$ cat config.mk
export PLATFORM = sky130hd
export DESIGN_NAME = jmp_seq_unit
export DESIGN_NICKNAME = d
export VERILOG_FILES = /design/src/rtl/jmp_pkg.sv /design/src/rtl/jmp_ret_stack.sv /design/src/rtl/jmp_seq_unit.sv
export SDC_FILE = /design/constraint.sdc
export NUM_CORES = 1
export LEC_CHECK = 0
export CAP_MARGIN = 20
export CELL_PAD_IN_SITES_DETAIL_PLACEMENT = 1
export CELL_PAD_IN_SITES_GLOBAL_PLACEMENT = 1
export CORE_MARGIN = 4
export CORE_UTILIZATION = 46
export DETAILED_ROUTE_END_ITERATION = 10
export GPL_TIMING_DRIVEN = 0
export PLACE_DENSITY_LB_ADDON = 0.1
export SETUP_SLACK_MARGIN = 0.15
export SYNTH_ARGS = -nofsm -noshare
export SYNTH_HDL_FRONTEND = slang
export SYNTH_HIERARCHICAL = 1
export SYNTH_SLANG_ARGS = --single-unit
$ cat constraint.sdc
create_clock -name clk -period 3.93 [get_ports clk]
set_clock_uncertainty 0.15 [all_clocks]
set_input_delay 0.9825 -clock clk [delete_from_list [all_inputs] [get_ports clk]]
set_output_delay 0.9825 -clock clk [all_outputs]
set_load 0.02 [all_outputs]
$ cat src/rtl/jmp_pkg.sv
// Shared definitions for the sequential branch unit.
//   - condition code constants
//   - jump mode and FSM state enums
//   - cond_eval(): resolves a condition code against the latched flags
package jmp_pkg;

   localparam logic [3:0] COND_AL  = 4'd0;
   localparam logic [3:0] COND_EQ  = 4'd1;
   localparam logic [3:0] COND_NE  = 4'd2;
   localparam logic [3:0] COND_ULT = 4'd3;
   localparam logic [3:0] COND_ULE = 4'd4;
   localparam logic [3:0] COND_UGT = 4'd5;
   localparam logic [3:0] COND_UGE = 4'd6;
   localparam logic [3:0] COND_SLT = 4'd7;
   localparam logic [3:0] COND_SLE = 4'd8;
   localparam logic [3:0] COND_SGT = 4'd9;
   localparam logic [3:0] COND_SGE = 4'd10;

   typedef enum logic [1:0] {
      MODE_ABS  = 2'd0,
      MODE_REL  = 2'd1,
      MODE_CALL = 2'd2,
      MODE_RET  = 2'd3
   } mode_e;

   typedef enum logic [1:0] {
      ST_IDLE  = 2'd0,
      ST_FETCH = 2'd1,
      ST_EXEC  = 2'd2
   } state_e;

   // Codes 11-15 are reserved and resolve to "not taken".
   function automatic logic cond_eval(input logic [3:0] cond,
                                      input logic       z,
                                      input logic       o,
                                      input logic       c,
                                      input logic       s);
      logic lt;
      logic res;
      lt = s ^ o;
      case (cond)
         COND_AL:  res = 1'b1;
         COND_EQ:  res = z;
         COND_NE:  res = ~z;
         COND_ULT: res = c;
         COND_ULE: res = c | z;
         COND_UGT: res = ~(c | z);
         COND_UGE: res = ~c;
         COND_SLT: res = lt;
         COND_SLE: res = lt | z;
         COND_SGT: res = ~lt & ~z;
         COND_SGE: res = ~lt;
         default:  res = 1'b0;
      endcase
      return res;
   endfunction

endpackage

$ cat src/rtl/jmp_ret_stack.sv
// Return-address stack (LIFO), non-wrapping.
//   clk, reset (async, active-low)
//   push/din  : store din on top when not full
//   pop       : discard top entry when not empty
//   dout      : current top entry (0 when empty)
//   full/empty: occupancy flags
module jmp_ret_stack
   import jmp_pkg::*;
#(
   parameter int ADDR_W      = 16,
   parameter int STACK_DEPTH = 4
) (
   input  logic              clk,
   input  logic              reset,
   input  logic              push,
   input  logic              pop,
   input  logic [ADDR_W-1:0] din,
   output logic [ADDR_W-1:0] dout,
   output logic              full,
   output logic              empty
);

   localparam int PW = $clog2(STACK_DEPTH + 1);

   logic [ADDR_W-1:0] mem_q [STACK_DEPTH];
   logic [PW-1:0]     ptr_q;

   assign full  = (ptr_q == PW'(STACK_DEPTH));
   assign empty = (ptr_q == '0);

   always_comb begin
      dout = '0;
      for (int i = 0; i < STACK_DEPTH; i++) begin
         if (ptr_q == PW'(i + 1)) dout = mem_q[i];
      end
   end

   always_ff @(posedge clk or negedge reset) begin
      if (!reset) begin
         ptr_q <= '0;
         for (int i = 0; i < STACK_DEPTH; i++) mem_q[i] <= '0;
      end else if (push && !full) begin
         for (int i = 0; i < STACK_DEPTH; i++) begin
            if (ptr_q == PW'(i)) mem_q[i] <= din;
         end
         ptr_q <= ptr_q + PW'(1);
      end else if (pop && !empty) begin
         ptr_q <= ptr_q - PW'(1);
      end
   end

endmodule

$ cat src/rtl/jmp_seq_unit.sv
// Sequential branch unit: latches a jump request, fetches a little-endian
// multi-byte operand, resolves the condition and issues a done pulse with
// an optional PC load. CALL/RET use the return-address stack.
//   in : clk, reset (async, active-low), start, cond, mode, zin/oin/cin/sin,
//        pcin, databus, data_valid
//   out: busy, done, pc_load, pc_out, err_ovf, err_unf
//
// state | meaning
// IDLE  | waiting for start
// FETCH | collecting operand bytes, one per data_valid cycle
// EXEC  | one-cycle result: done, pc_load/error, stack push/pop
module jmp_seq_unit
   import jmp_pkg::*;
#(
   parameter int DATA_W      = 8,
   parameter int ADDR_W      = 16,
   parameter int STACK_DEPTH = 4
) (
   input  logic              clk,
   input  logic              reset,
   input  logic              start,
   input  logic [3:0]        cond,
   input  logic [1:0]        mode,
   input  logic              zin,
   input  logic              oin,
   input  logic              cin,
   input  logic              sin,
   input  logic [ADDR_W-1:0] pcin,
   input  logic [DATA_W-1:0] databus,
   input  logic              data_valid,
   output logic              busy,
   output logic              done,
   output logic              pc_load,
   output logic [ADDR_W-1:0] pc_out,
   output logic              err_ovf,
   output logic              err_unf
);

   localparam int NB = ADDR_W / DATA_W;
   localparam int CW = $clog2(NB + 1);

   state_e            state_q, state_d;
   mode_e             mode_q;
   logic [3:0]        cond_q;
   logic              z_q, o_q, c_q, s_q;
   logic [ADDR_W-1:0] pc_q;
   logic [ADDR_W-1:0] opnd_q, opnd_d;
   logic [CW-1:0]     cnt_q;

   logic              cond_ok;
   logic              stk_push, stk_pop, stk_full, stk_empty;
   logic [ADDR_W-1:0] stk_dout;

   // New bytes enter at the top and shift down, so the first byte ends up
   // in the least significant position after NB shifts.
   assign opnd_d  = (opnd_q >> DATA_W) | (ADDR_W'(databus) << (ADDR_W - DATA_W));
   assign cond_ok = cond_eval(cond_q, z_q, o_q, c_q, s_q);

   always_ff @(posedge clk or negedge reset) begin
      if (!reset) begin
         state_q <= ST_IDLE;
         mode_q  <= MODE_ABS;
         cond_q  <= '0;
         z_q     <= 1'b0;
         o_q     <= 1'b0;
         c_q     <= 1'b0;
         s_q     <= 1'b0;
         pc_q    <= '0;
         opnd_q  <= '0;
         cnt_q   <= '0;
      end else begin
         state_q <= state_d;
         if (state_q == ST_IDLE && start) begin
            mode_q <= mode_e'(mode);
            cond_q <= cond;
            z_q    <= zin;
            o_q    <= oin;
            c_q    <= cin;
            s_q    <= sin;
            pc_q   <= pcin;
            opnd_q <= '0;
            cnt_q  <= CW'(NB - 1);
         end else if (state_q == ST_FETCH && data_valid) begin
            opnd_q <= opnd_d;
            if (cnt_q != '0) cnt_q <= cnt_q - CW'(1);
         end
      end
   end

   always_comb begin
      state_d = state_q;
      case (state_q)
         ST_IDLE: begin
            if (start) state_d = (mode_e'(mode) == MODE_RET) ? ST_EXEC : ST_FETCH;
         end
         ST_FETCH: begin
            if (data_valid && cnt_q == '0) state_d = ST_EXEC;
         end
         ST_EXEC: state_d = ST_IDLE;
         default: state_d = ST_IDLE;
      endcase
   end

   always_comb begin
      busy     = (state_q != ST_IDLE);
      done     = 1'b0;
      pc_load  = 1'b0;
      pc_out   = '0;
      err_ovf  = 1'b0;
      err_unf  = 1'b0;
      stk_push = 1'b0;
      stk_pop  = 1'b0;
      if (state_q == ST_EXEC) begin
         done = 1'b1;
         if (cond_ok) begin
            case (mode_q)
               MODE_ABS: begin
                  pc_load = 1'b1;
                  pc_out  = opnd_q;
               end
               MODE_REL: begin
                  pc_load = 1'b1;
                  pc_out  = pc_q + opnd_q;
               end
               MODE_CALL: begin
                  if (stk_full) begin
                     err_ovf = 1'b1;
                  end else begin
                     stk_push = 1'b1;
                     pc_load  = 1'b1;
                     pc_out   = opnd_q;
                  end
               end
               MODE_RET: begin
                  if (stk_empty) begin
                     err_unf = 1'b1;
                  end else begin
                     stk_pop = 1'b1;
                     pc_load = 1'b1;
                     pc_out  = stk_dout;
                  end
               end
               default: ;
            endcase
         end
      end
   end

   jmp_ret_stack #(
      .ADDR_W      (ADDR_W),
      .STACK_DEPTH (STACK_DEPTH)
   ) u_stack (
      .clk   (clk),
      .reset (reset),
      .push  (stk_push),
      .pop   (stk_pop),
      .din   (pc_q),
      .dout  (stk_dout),
      .full  (stk_full),
      .empty (stk_empty)
   );

endmodule

Word level (Yosys, flattened, before mapping)
Cells that the tools add are included.
{"block": "op_classes", "mux": 41, "eq_ne": 22, "add_sub_neg": 4, "reduce_logical": 24, "bitwise_logic": 9}
{"cell": "2-to-1 mux 16 bit", "n": 10}
{"cell": "one-hot mux 16 bit (4 select lines)", "n": 1}
{"cell": "2-to-1 mux 1 bit", "n": 19}
{"cell": "adder 16 bit", "n": 1}
{"cell": "== test 4 x 3 -> 1 bit (second input constant)", "n": 4}
{"cell": "OR 8 x 16 -> 16 bit", "n": 1}
{"cell": "== test 4 bit (second input constant)", "n": 3}
{"cell": "2-to-1 mux 2 bit", "n": 6}
{"cell": "AND reduction 2 bit", "n": 6}
{"cell": "one-hot mux 1 bit (11 select lines)", "n": 1}
{"cell": "nonzero test 2 bit", "n": 5}
{"cell": "== test 2 bit (second input constant)", "n": 4}
{"cell": "== test 4 x 2 -> 1 bit (second input constant)", "n": 2}
{"cell": "== test 3 x 2 -> 1 bit (second input constant)", "n": 2}
{"cell": "logical NOT 2 bit", "n": 3}
{"cell": "2-to-1 mux 3 bit", "n": 2}
{"cell": "logical AND 1 bit", "n": 5}
{"cell": "== test 2 x 1 -> 1 bit (second input constant)", "n": 2}
{"cell": "== test 4 x 1 -> 1 bit (second input constant)", "n": 1}
{"cell": "logical NOT 4 bit", "n": 1}
{"cell": "inverter 1 bit", "n": 4}
{"cell": "one-hot mux 2 bit (2 select lines)", "n": 1}
{"cell": "adder 3 x 1 -> 3 bit (second input constant)", "n": 1}
{"cell": "== test 3 x 1 -> 1 bit (second input constant)", "n": 1}
{"cell": "other kinds (12)", "n": 14}
{"block": "totals", "input_bits": 38, "elab_cells": 115, "ff_bits": 113, "out_inout_bits": 21}

Depth between registers and ports, before layout
{"block": "logic_depth", "depth_word": 9, "depth_mapped": 12, "mapped_depth_nobuf": 10}

Cells and area by module
Netlist, hierarchy kept.
{"module": "jmp_ret_stack", "instances": 1, "seq_area_each_um2": 1676.6, "cells_per_inst": 247, "area_each_um2": 3303.2}
{"module": "jmp_seq_unit", "instances": 1, "seq_area_each_um2": 1151.1, "cells_per_inst": 337, "area_each_um2": 3145.5}

Worst setup path before layout
No wires, ideal clock.
{"block": "synth_timing", "kind": "register -> output", "startpoint": "register pc_q[0]", "endpoint": "output pc_out[14]", "t_arrival_ps": 2486, "slack_ps": 312, "required_ps": 2798, "n_path_buf": 0, "stages_incl_launch_ff": 10, "path_cell_list": "dfrtp_1 ha_1 inv_1 fa_1 and2b_1 o2111ai_2 nand3b_4 a221oi_2 or4_4 a311oi_2"}
{"block": "synth_via", "elab_chain_len": 4}
{"element": "start: declaration", "line_no": "jmp_seq_unit.sv:46", "rtl": "logic [ADDR_W-1:0] pc_q;"}
{"element": "start signal: assignment", "line_no": "jmp_seq_unit.sv:80", "rtl": "pc_q <= pcin;"}
{"element": "adder 16 bit", "line_no": "jmp_seq_unit.sv:123", "rtl": "pc_out = pc_q + opnd_q;"}
{"element": "one-hot mux 16 bit (4 select lines)", "line_no": "jmp_seq_unit.sv:116", "rtl": "case (mode_q)"}
{"element": "2-to-1 mux 16 bit", "line_no": "jmp_seq_unit.sv:115", "rtl": "if (cond_ok) begin"}
{"element": "2-to-1 mux 16 bit", "line_no": "jmp_seq_unit.sv:113", "rtl": "if (state_q == ST_EXEC) begin"}
{"element": "end: declaration", "line_no": "jmp_seq_unit.sv:34", "rtl": "output logic [ADDR_W-1:0] pc_out,"}
Every way passes these cells.

Final worst setup path
{"block": "layout_timing", "startpoint": "register opnd_q[0]", "endpoint": "output pc_out[14]"}
{"block": "layout_via", "elab_chain_len": 4}
{"element": "start: declaration", "line_no": "jmp_seq_unit.sv:47", "rtl": "logic [ADDR_W-1:0] opnd_q, opnd_d;"}
{"element": "start signal: assignment", "line_no": "jmp_seq_unit.sv:84", "rtl": "opnd_q <= opnd_d;"}
{"element": "adder 16 bit", "line_no": "jmp_seq_unit.sv:123"}
{"element": "one-hot mux 16 bit (4 select lines)", "line_no": "jmp_seq_unit.sv:116"}
{"element": "2-to-1 mux 16 bit", "line_no": "jmp_seq_unit.sv:115"}
{"element": "2-to-1 mux 16 bit", "line_no": "jmp_seq_unit.sv:113"}
Every way passes these cells.

==> summary.txt <==
Power
  • VDD IR max: 385 uV
  • Switching power: 2.45 mW
  • Pwr per Cell Area: 715 nW/um^2
  • Static Leak: 3.90 nW
  • Sw Share: 0.402
  • Sequential fraction of design power: 0.310
  • Pwr Total: 6.10 mW
  • Comb pwr share: 0.451
  • P_int: 3.65 mW
  • Clock power frac: 0.238

Die
  • Initial Util: 0.466
  • Die width: 126 microns
  • Full die area: 16000 sq um
  • Row count: 43
  • IO Pins: 59
  • Core Area: 13800 sq um
  • Die Ht: 126 microns

Place
  • Pre-CTS WS: -1100 ps
  • Placed Area: 7280 sq um
  • Port Buffers: 58
  • Hpwl dp: 13.7 mm
  • Final Wtd Congestion: 0.900

Timing
  • Worst Max-Slew Pin Slew: 845 ps
  • Final min period: 4160 ps
  • Final hold violation count: 0
  • # setup viols final: 8
  • Worst rel slew slack: 0.432
  • Final cycle utilization of the critical path: 1.06
  • Setup WS post-layout: -234 ps
  • Unrepaired setup endpoints after global routing: yes
  • Pins Over Slew Limit: 0
  • Fmax: 240 MHz
  • Fin Setup TNS: -655 ps

Synth
  • Post-Synth Adder-Cell Area: 0.0458
  • Synth Area in Simple Gates: 0.117
  • Compound-cell area share of the yosys netlist: 0.163
  • Synth area leader: dfrtp_1
  • Post-synth EDFFs: 0
  • Synth top area share: 0.438
  • Syn nets: 645
  • Post-synth ARST share: 1.00
  • Mux cell area share after synthesis: 0.178
  • Yosys warnings: 6
  • Cells after Synth: 584
  • Mapped Area: 6450 sq um
  • Post-synthesis sequential area ratio: 0.438
  • Post-synthesis cell type count: 65
  • Yosys reg bits: 113
  • XOR/XNOR Fraction of Synth Area: 0.0136
  • Main combinational cell family by area after synthesis: multiplexers
  • Top_reg_cell synth: dfrtp_1
  • Top cells by area, synth: dfrtp_1, mux2_2, mux2_4, ha_1, a222oi_1
  • Syn avg cell area: 11.0 sq um

Drt
  • Drt initial violations: 490
  • Post-DR wirelength/cell: 24.1 microns
  • Vias/cell: 6.09
  • DRT Pass-1 Iters: 7
  • Post-route ant nets: 0
  • # DRC: 0
  • Via count: 5427
  • Final WL: 21.5 mm

Finish
  • Design Area, Final: 8540 sq um
  • Nets: 760
  • Layout fillers: 1418
  • N_diodes: 0
  • Most common cell after layout, fill and taps aside: dfrtp_1
  • Synth-to-layout area growth: 32.4%
  • Share of layout cells above drive strength 1: 0.402
  • Commonest non-fill, non-tap cells in the layout: dfrtp_1, mux2_2, nor2_1, buf_4, nand2_1

Global route
  • Number of global-route vias before repair: 6121
  • First-pass GRT wire length: 34.3 mm
  • Largest net degree at the start of global routing: 73
  • Grt ovf: 0
  • Initial antenna violation count: 0
  • GRT Total Usage: 0.276

Clocking
  • Clock sink count: 113
  • CTS Buf Count: 17
  • Clock buffer depth: 2
  • Skew-Pair Late Insertion Delay: 410 ps
  • CTS tree: built
  • H-Tree Depth: 4
  • Root Buffer: clkbuf_16
  • Clock Pin Slew Worst Setup and Hold Paths: 50 ps

Setup path
  • Crit Path Max Fanout: 3
  • CP Launch Type: register
  • Critical path type: register to output port
  • Worst-path cell chain: ha_4 > inv_2 > fa_2 > and2b_1 > o2111ai_2 > nand3b_4 > a221oi_2 > or4_4 > a311oi_2 > buf_4
  • Critical-path top delay cell: or4_4
  • WP data required: 2800 ps
  • Max stage delay on crit path: 490 ps
  • Endpoint class of the critical path: output port
  • Critical R2R Launch: cond_q[1]
  • WP data arrival: 3030 ps
  • CP startpoint: opnd_q[0]

Outcome
  • Failing checks: negative setup slack
  • Outcome: complete, but fails checks

Job
  • Max_cap viols: 0

Worst hold path
  • Worst Hold Launch: u_stack/mem_q[61]
  • Worst hold path class: register to register
kinds of logic after synthesis:
logic type               after synthesis
AND/OR/NAND/NOR                      148
AO/OA/AOI/OAI                        143
XOR/XNOR                              10
multiplexers                          92
buffers and inverters                 55
flip-flops                           113
adder cells (fa/ha/maj)               23
critical path, delay by kind of cell, from the launching register on:
family,cells,cell delay (ps)
buffers and inverters,2,230
and+or+nand+nor,3,880
DFF,1,450
AOI/OAI and AO/OA,3,540
adders and majority gates,2,520
final timing paths:
| kind | end | slack (ps) | cells after the start |
|---|---|---|---|
| max | pc_out[14] | -230 | 10 |
| min reg2reg | u_stack/mem_q[61] | 360 | 1 |
| max in group asynchronous | opnd_q[10] | 2430 | 2 |
| min in group asynchronous | u_stack/ptr_q[1] | 410 | 1 |
| max reg2reg | u_stack/mem_q[42] | 600 | 12 |
| min | u_stack/mem_q[61] | 360 | 1 |
flip-flops by register name (all words and copies together) (netlist names), 2 cells and up:
signal,count
pc_q,16
state_q,2
cnt_q,2
cond_q,4
u_stack/mem_q,64
opnd_q,16
mode_q,2
u_stack/ptr_q,3
final cells by class:
cell class	count	area, sq um	share of cell area
Buffer	37	270	0.0317
Clock buffer	22	474	0.0555
Clock inverter	9	82.6	0.00967
Inverter	18	86.3	0.0101
Multi-Input combinational cell	416	3650	0.428
Sequential cell	113	2840	0.333
Tap cell	180	225	0.0264
Timing Repair Buffer	96	905	0.106
synthesized netlist by cell type, drive strengths merged, types with 8 or more instances:
master	count
nor2b	8
inv	18
buf	24
a22o	17
nor2	49
clkbuf	13
ha	22
a222oi	23
o21ai	13
nand2	50
dfrtp	113
a21oi	41
mux2	89
power groups by stage:
stage | Combinational [mW] | Clock, mW | Sequential [mW]
floorplan | 1.61 | 0 | 1.69
global placement | 2.05 | 0 | 1.85
detailed placement | 2.14 | 0 | 1.88
CTS | 2.59 | 1.48 | 1.87
global route | 2.99 | 1.54 | 1.93
finish | 2.75 | 1.45 | 1.89
per-layer routing:
layer,vias to the layer above,GRT usage,share of wire
met1,2812,0.345,0.42
met5,-,0,0
li1,2404,-,-
met2,175,0.473,0.51
met3,36,0.0589,0.047
met4,0,0.0946,0.022
repair_timing:
item,4_1_cts,5_1_grt
setup endpoints to repair,59,19
hold buffers,0,0
pin swaps,53,36
endpoints found under the hold margin,0,0
setup buffers,29,6
resized for setup,186,28
gates cloned,2,0
metrics by stage:
stage	instances	util	hold slack, ps
after global routing	891	0.617	373
after CTS	885	0.610	357
after detailed placement	823	0.526	346
after floorplan	584	-	328
after global placement	822	0.525	337
final	891	0.617	360
Note: power is estimated with default switching activity, not from simulation.
